--- src/rtl/alu_retire_pkg.sv ---
// Shared types and helpers for the ALU retire stage: tag kinds, jump conditions
// and the control portion of a queued instruction tag.
package alu_retire_pkg;

    localparam int unsigned DATA_W = 32;
    localparam int unsigned OFF_W  = 8;

    typedef enum logic [1:0] {
        KIND_WB_A = 2'd0,
        KIND_JMP  = 2'd1,
        KIND_DROP = 2'd2,
        KIND_RSVD = 2'd3
    } kind_e;

    typedef enum logic [1:0] {
        COND_EQ  = 2'd0,
        COND_GT  = 2'd1,
        COND_GE  = 2'd2,
        COND_SET = 2'd3
    } cond_e;

    // Control fields of a tag; the PC is appended by the top since its width is a parameter.
    typedef struct packed {
        kind_e              kind;
        cond_e              cond;
        logic [OFF_W-1:0]   jt;
        logic [OFF_W-1:0]   jf;
    } tag_ctl_t;

    function automatic logic cond_taken(input cond_e cond, input logic eq, input logic gt,
                                        input logic ge, input logic set);
        logic taken;
        case (cond)
            COND_EQ:  taken = eq;
            COND_GT:  taken = gt;
            COND_GE:  taken = ge;
            default:  taken = set;
        endcase
        return taken;
    endfunction

endpackage

--- src/rtl/retire_tag_fifo.sv ---
// In-order tag FIFO with wrap-bit pointers; head is read combinationally from storage.
module retire_tag_fifo #(
    parameter int unsigned WIDTH = 8,
    parameter int unsigned DEPTH = 2
) (
    input  logic             clk,
    input  logic             rst,
    input  logic             push,
    input  logic [WIDTH-1:0] push_data,
    input  logic             pop,
    output logic             full,
    output logic             empty,
    output logic [WIDTH-1:0] head
);

    localparam int unsigned AW = $clog2(DEPTH);

    logic [WIDTH-1:0] r_mem [DEPTH];
    logic [AW:0]      r_wr_ptr;
    logic [AW:0]      r_rd_ptr;
    logic [AW:0]      w_count;
    logic             w_do_push;
    logic             w_do_pop;

    assign w_count   = r_wr_ptr - r_rd_ptr;
    assign full      = (w_count == (AW+1)'(DEPTH));
    assign empty     = (w_count == '0);
    assign w_do_push = push & ~full;
    assign w_do_pop  = pop & ~empty;
    assign head      = r_mem[r_rd_ptr[AW-1:0]];

    always_ff @(posedge clk) begin
        if (rst) begin
            r_wr_ptr <= '0;
            r_rd_ptr <= '0;
        end else begin
            if (w_do_push) r_wr_ptr <= r_wr_ptr + (AW+1)'(1);
            if (w_do_pop)  r_rd_ptr <= r_rd_ptr + (AW+1)'(1);
        end
    end

    // Storage needs no reset: entries are only read while the queue is non-empty.
    always_ff @(posedge clk) begin
        if (!rst && w_do_push) r_mem[r_wr_ptr[AW-1:0]] <= push_data;
    end

endmodule

--- src/rtl/alu_retire.sv ---
// Retire stage: pairs each ALU result with its issue-time tag and turns it into
// an A writeback pulse, a PC-load pulse, or nothing.
module alu_retire
    import alu_retire_pkg::*;
#(
    parameter int unsigned PC_WIDTH  = 10,
    parameter int unsigned TAG_DEPTH = 2
) (
    input  logic                clk,
    input  logic                rst,
    input  logic                issue_vld,
    output logic                issue_rdy,
    input  logic [1:0]          issue_kind,
    input  logic [1:0]          issue_cond,
    input  logic [7:0]          issue_jt,
    input  logic [7:0]          issue_jf,
    input  logic [PC_WIDTH-1:0] issue_pc,
    input  logic [31:0]         ALU_out,
    input  logic                eq,
    input  logic                gt,
    input  logic                ge,
    input  logic                set,
    input  logic                ALU_vld,
    output logic                ALU_ack,
    output logic                A_wr_en,
    output logic [31:0]         A_wr_data,
    output logic                pc_ld_en,
    output logic [PC_WIDTH-1:0] pc_ld_val,
    output logic                idle,
    output logic                orphan_err
);

    localparam int unsigned CTL_W = $bits(tag_ctl_t);
    localparam int unsigned TAG_W = CTL_W + PC_WIDTH;

    tag_ctl_t              w_push_ctl;
    logic [TAG_W-1:0]      w_push_tag;
    logic [TAG_W-1:0]      w_head_tag;
    tag_ctl_t              w_head_ctl;
    logic [PC_WIDTH-1:0]   w_head_pc;
    logic                  w_full;
    logic                  w_empty;
    logic                  w_taken;
    logic [OFF_W-1:0]      w_off;
    logic [PC_WIDTH-1:0]   w_target;
    logic                  w_is_wb;
    logic                  w_is_jmp;

    always_comb begin
        w_push_ctl      = '0;
        w_push_ctl.kind = kind_e'(issue_kind);
        w_push_ctl.cond = cond_e'(issue_cond);
        w_push_ctl.jt   = issue_jt;
        w_push_ctl.jf   = issue_jf;
    end

    assign w_push_tag = {w_push_ctl, issue_pc};

    retire_tag_fifo #(
        .WIDTH (TAG_W),
        .DEPTH (TAG_DEPTH)
    ) u_fifo (
        .clk       (clk),
        .rst       (rst),
        .push      (issue_vld),
        .push_data (w_push_tag),
        .pop       (ALU_ack),
        .full      (w_full),
        .empty     (w_empty),
        .head      (w_head_tag)
    );

    assign w_head_ctl = tag_ctl_t'(w_head_tag[TAG_W-1:PC_WIDTH]);
    assign w_head_pc  = w_head_tag[PC_WIDTH-1:0];

    assign issue_rdy = ~w_full;
    assign ALU_ack   = ALU_vld & ~w_empty & ~rst;

    // Reserved kind 3 falls through both decodes and behaves as DROP.
    assign w_is_wb  = (w_head_ctl.kind == KIND_WB_A);
    assign w_is_jmp = (w_head_ctl.kind == KIND_JMP);
    assign w_taken  = cond_taken(w_head_ctl.cond, eq, gt, ge, set);
    assign w_off    = w_taken ? w_head_ctl.jt : w_head_ctl.jf;
    assign w_target = w_head_pc + PC_WIDTH'(w_off);

    always_ff @(posedge clk) begin
        if (rst) begin
            A_wr_en    <= 1'b0;
            A_wr_data  <= '0;
            pc_ld_en   <= 1'b0;
            pc_ld_val  <= '0;
            orphan_err <= 1'b0;
        end else begin
            A_wr_en  <= ALU_ack & w_is_wb;
            pc_ld_en <= ALU_ack & w_is_jmp;
            if (ALU_ack && w_is_wb)  A_wr_data <= ALU_out;
            if (ALU_ack && w_is_jmp) pc_ld_val <= w_target;
            if (ALU_vld && w_empty)  orphan_err <= 1'b1;
        end
    end

    assign idle = w_empty & ~A_wr_en & ~pc_ld_en;

endmodule

--- config.mk ---
export PLATFORM = sky130hd
export DESIGN_NAME = alu_retire
export DESIGN_NICKNAME = d
export VERILOG_FILES = /design/src/rtl/alu_retire_pkg.sv /design/src/rtl/retire_tag_fifo.sv /design/src/rtl/alu_retire.sv
export SDC_FILE = /design/constraint.sdc
export NUM_CORES = 1
export LEC_CHECK = 0
export CAP_MARGIN = 20
export CORE_MARGIN = 4
export CORE_UTILIZATION = 45
export CTS_BUF_LIST = sky130_fd_sc_hd__clkbuf_4
export CTS_CLUSTER_SIZE = 12
export DETAILED_ROUTE_END_ITERATION = 8
export PLACE_DENSITY = 0.75
export SYNTH_ARGS = -nofsm -noshare
export SYNTH_HDL_FRONTEND = slang
export SYNTH_SLANG_ARGS = --single-unit
export TNS_END_PERCENT = 20
--- constraint.sdc ---
create_clock -name clk -period 4 [get_ports clk]
set_input_delay 0.8 -clock clk [delete_from_list [all_inputs] [get_ports clk]]
set_output_delay 0.8 -clock clk [all_outputs]
set_load 0.1 [all_outputs]
[Yosys cells after proc, flatten, opt, wreduce, memory -nomap -nowiden]
Memory sizes are Yosys's and may differ from the RTL's. A register that Yosys moved wholly into a read port is not among the register bits.
Index checks and enable logic that the tools add are counted.
Operators by class
  reductions and logical operators: 8
  multiplexer cells: 6
  eq/ne operators: 4
  add/subtract/negate cells: 4
  bitwise logic cells: 13
Operators with widths (count)
  adder 10 x 8 -> 10 bit: 1
  bitwise AND 1 bit: 8
  two-way mux 8 bit: 1
  logical NOT 2 bit: 3
  inverter 1 bit: 5
  adder 2 x 1 -> 2 bit (second input constant): 2
  == test 2 x 1 -> 1 bit (second input constant): 2
  == test 2 bit (second input constant): 2
  logical AND 1 bit: 4
  two-way mux 1 bit: 4
  case mux 1 bit (3 select lines): 1
  subtractor 2 bit: 1
  logical NOT 1 bit: 1
Word-level totals
  memory bits (writable): 60
  memories: 1
  input bits: 70
  flip-flop bits (word level): 49
Memories
  u_fifo.r_mem: depth 2, width 30, rd ports 1, clocked after memory_dff 1, wr ports 1, RTL line retire_tag_fifo.sv:18  | logic [WIDTH-1:0] r_mem [DEPTH];

[Depth between registers and ports, before layout]
  word-level depth: 8
  gate-level depth with buffers: 12
  mapped depth without buffers: 11

[Hierarchy]
From an unflattened synthesis, not the netlist that was laid out.
Unflattened totals
  cell total of the unflattened synthesis: 391
  area, all modules: 4619.4 um2
By module, submodules not included
  retire_tag_fifo: area each 2443.6 um2, times used 1, seq. area each 1901.8 um2, cells each 127
  alu_retire: area each 2175.8 um2, times used 1, seq. area each 900.9 um2, cells each 264

[Worst setup path after synthesis]
OpenSTA, ideal clock, no wires.
  kind: reg-to-output
  from: register A_wr_en
  to: output port idle
  cell stages (with the launch flop): 2
  arrival time: 3.676 ns
  path slack: -0.476 ns
  path through: dfxtp_1 nor4_1
On the way
  cells in the longest elaborated chain, start to end: 3
RTL lines
  from (decl): RTL line alu_retire.sv:25  | output logic A_wr_en,
  from (signal assigned): RTL line alu_retire.sv:94  | A_wr_en <= ALU_ack & w_is_wb;
  inverter 1 bit: RTL line alu_retire.sv:102  | assign idle = w_empty & ~A_wr_en & ~pc_ld_en;
  bitwise AND 1 bit (2 in series): RTL line alu_retire.sv:102
  to (decl): RTL line alu_retire.sv:29  | output logic idle,
Every way passes these cells.

==> impl_summary.log <==
[metrics] Detail Route Antenna Nets: 0
[metrics] total clock buffers created by CTS: 9
[metrics] largest net degree at the start of global routing: 50
[metrics] ratio of total power to cell area: 408.3 nW/um2
[metrics] fin crit period: 3437 ps
[metrics] unrepaired setup endpoints after global routing: false
[metrics] hold slack final: 463.9 ps
[metrics] number of global-route vias before repair: 2953
[metrics] number of H-tree levels: 3
[metrics] Yosys top cell area share: 41.37%
[metrics] final wirelength: 9.389 mm
[metrics] Cell Area, Synth: 4355 um2
[metrics] max_slew headroom: 32.83%
[metrics] critical path type: flop to flop
[metrics] max incr delay on CP: 490 ps
[metrics] most frequently used cell type in the post-synthesis netlist: nand2_1
[metrics] final setup violation count: 0
[metrics] fraction of the cycle the final worst path needs: 85.92%
[metrics] synthesized-area fraction occupied by ao, oa, aoi and oai cells: 9.451%
[metrics] number of max-capacitance violations reported: 0
[metrics] cell taking the most area after synthesis: edfxtp_1
[metrics] overall track demand over capacity in global routing: 16.70%
[metrics] largest fanout of any net on the critical path: 15
[metrics] clock-pin slew reported for the worst setup and hold paths after clock tree synthesis: 170 ps
[metrics] CP cell instances: buf_4, mux2i_1, mux4_2, mux4_1, ha_1, inv_1, fa_1, nor2b_1, o31a_1, a221oi_1, xnor2_1, a211oi_2
[metrics] Inst Count DP: 586
[metrics] non-filler cells, final: 602
[metrics] combinational family with the most area after synthesis: simple AND/OR/NAND/NOR gates
[metrics] part of the Yosys area used for sequential elements: 64.35%
[metrics] clock latency on the worst-skew pair: 430 ps
[metrics] cts repair resizes: 0
[metrics] cell at the root of the clock tree: clkbuf_4
[metrics] busiest layer in global routing: met2
[metrics] Critical Path AT: 3790 ps
[metrics] met1 track demand over resource in global routing: 20.84%
[metrics] starting utilization of the core area: 46.69%
[metrics] leakage power: 2.007 nW
[metrics] number of cells on the worst reg-to-reg path: 12
[metrics] slowest cell on the critical path: mux4_2
[metrics] cell area after placement: 5663 um2
[metrics] Boundary Pins: 118
[metrics] Synth Area in Adders: 2.758%
[metrics] via count: 2991
[metrics] worst slack after detailed placement: 212.3 ps
[metrics] reg2reg end: pc_ld_val[8]
[metrics] transition at the pin with the smallest max-transition slack: 1004 ps
[metrics] GR met2 Demand/Resource: 28.91%
[metrics] Clock Path Buffers: 2
[metrics] worst endpoint required time: 4350 ps
[metrics] critical path capture point type: flop
[metrics] register bit count reported by yosys: 110
[metrics] HPWL after DPL: 6.785 mm
[metrics] biggest area contributors in the synthesized netlist: edfxtp_1 (41%), dfxtp_1 (23%), nand2_1 (6.8%)
[metrics] detailed-route vias per instance: 4.968
[metrics] antenna diode instance count: 0
[metrics] final setup slack of the worst path: 563.0 ps
[metrics] met3 GRT Util: 4.129%
[metrics] Avg Cell Area, Syn: 12.48 um2
[metrics] number of hold-slack violations in the final timing report: 0
[metrics] Peak Freq: 291.0 MHz
[metrics] TritonCTS clock tree: yes
[metrics] number of setup buffers added after CTS: 0
[metrics] startpoint of the lowest-slack hold path: A_wr_data[9]
[metrics] Detailed Route Iter0 Violations: 134
[metrics] Synth Area in XOR/XNOR: 1.982%
[metrics] Die X: 106.4 um
[metrics] final weighted congestion of routability-driven global placement: 0.8607
[metrics] fraction of the mapped netlist area in simple logic gates: 10.51%
[metrics] clock skew after layout: 21.15 ps
[metrics] DRT Pass-1 Iters: 4
[metrics] Synth Net Count: 428
[metrics] total die area: 11320 um2
[metrics] final-stage net count: 547
[metrics] total overflow reported by the global router: 0
[metrics] worst setup path end: pc_ld_val[8]
[metrics] Setup TNS: 0 ps
[metrics] first-pass GRT wire length: 15.00 mm
[metrics] outcome: finished, final reports clean
[metrics] count of cell types in the netlist: 43
[metrics] layout cells sized above 1: 10.15%
[metrics] largest vdd supply drop: 0.2316 mV
[metrics] Avg WL per Cell: 15.60 um
[metrics] total of buffers placed on input and output ports: 117
[metrics] Synth Instances: 349
[metrics] count of synthesis-stage warnings from yosys: 0
[metrics] area inside the core boundary: 9328 um2
[metrics] Async S/R FF share, synth: 0%
[metrics] antenna violations before repair: 0
[metrics] final count of pins violating max slew: 0
[metrics] Remaining DRCs: 0
[metrics] cell types with the highest counts after synthesis: nand2_1 (79), edfxtp_1 (60), dfxtp_1 (50)
[metrics] Worst setup SP type: flop
[metrics] number of flops mapped to enable cells by yosys: 60
[metrics] Die Ht: 106.4 um
[metrics] r2r setup slk: 560 ps
[metrics] area of all placed cells without fillers: 5803 um2
[metrics] kind of path behind the tightest hold check: flop to flop
[metrics] Post-CTS Hold Buffers: 0
[metrics] share of synthesized area spent on multiplexers: 8.245%
[metrics] Std-Cell Rows: 35
[metrics] area delta synth->final: 33.24%
[metrics] number of clock sinks: 110
[metrics] most common flop cell mapped by yosys: edfxtp_1
-- metal layers --
metal | up-vias | part of all wire [%] | routed length (um)
met1 | 1421 | 43 | 4007
met5 | - | 0 | 0
li1 | 1490 | - | -
met3 | 12 | 4.5 | 427
met2 | 68 | 51 | 4815
met4 | 0 | 1.5 | 138
-- how the worst min path moves through the flow --
stage                    endpoint  slack [ps]  cells past startpoint
6_report             A_wr_data[9]         460                      2
5_1_grt             A_wr_data[29]         480                      2
4_1_cts              pc_ld_val[5]         470                      2
3_5_place_dp        A_wr_data[13]         450                      2
3_3_place_gp        A_wr_data[11]         440                      2
2_1_floorplan  u_fifo.r_rd_ptr[1]         500                      2
-- power breakdown --
group	internal (mW)	total (mW)	switching, mW
sequential	1.25	1.27	0.0210
clock	0.195	0.544	0.349
combinational	0.223	0.559	0.336
total	1.66	2.37	0.706
-- area by class of cell --
type                       instances  area, um2
multi-input combinational        215       1458
fill                             754       3525
tap                              129      161.4
clock inverter                     7      72.57
sequential                       110       2803
clock buffer                       9      67.56
inverter                           8      30.03
timing repair buffer             124       1211
-- per-stage QoR --
| stage | util [%] | total power, mW |
|---|---|---|
| after global routing | 62.21 | 2.490 |
| after detailed placement | 60.71 | 1.851 |
| after CTS | 62.21 | 2.396 |
| after floorplan | - | 1.680 |
| final | 62.21 | 2.369 |
| after global placement | 60.71 | 1.838 |
-- worst max-delay path, delay by kind of cell, from the launching register on --
family / cells / cell delay [ps]
AOI/OAI and AO/OA: 3 / 860
xor gates and xnor gates: 1 / 140
muxes: 3 / 1130
DFF: 1 / 400
and+or+nand+nor: 1 / 70
adders and majority gates: 2 / 420
buffers and inverters: 2 / 340
-- registers in the layout (all words and copies together) (netlist names), named ones only --
name             count
orphan_err           1
u_fifo.r_mem        60
pc_ld_val           10
u_fifo.r_wr_ptr      2
pc_ld_en             1
A_wr_en              1
A_wr_data           32
u_fifo.r_rd_ptr      2
-- cell usage in the layout, fill, tap and decap left out, drive strengths merged --
cell,instances
a211oi,3
buf,11
clkbuf,9
mux2i,4
nor2b,2
o31a,1
xnor2,4
o21a,3
nor3b,2
a21oi,43
o32ai,1
nor3,5
clkdlybuf4s50,113
nor4,1
nand3,4
nand3b,1
o31ai,2
nand2b,2
o221a,1
and3,2
a21o,3
dfxtp,50
o21ai,5
mux2,8
edfxtp,60
bufinv,1
mux4,9
xor2,5
a211o,1
nor2,11
fa,1
o2111a,1
o211a,1
inv,12
and4,1
nand2,79
clkinv,2
ha,8
a221oi,1
-- cell families (layout without fill, tap and decap cells) --
group,Yosys count,after routing
xor+xnor,9,9
flops,110,110
mux,21,21
fa+ha+maj,9,9
buf+inv,24,148
compound gates,66,66
simple gates,110,110
(Power assumes the default switching activity.)
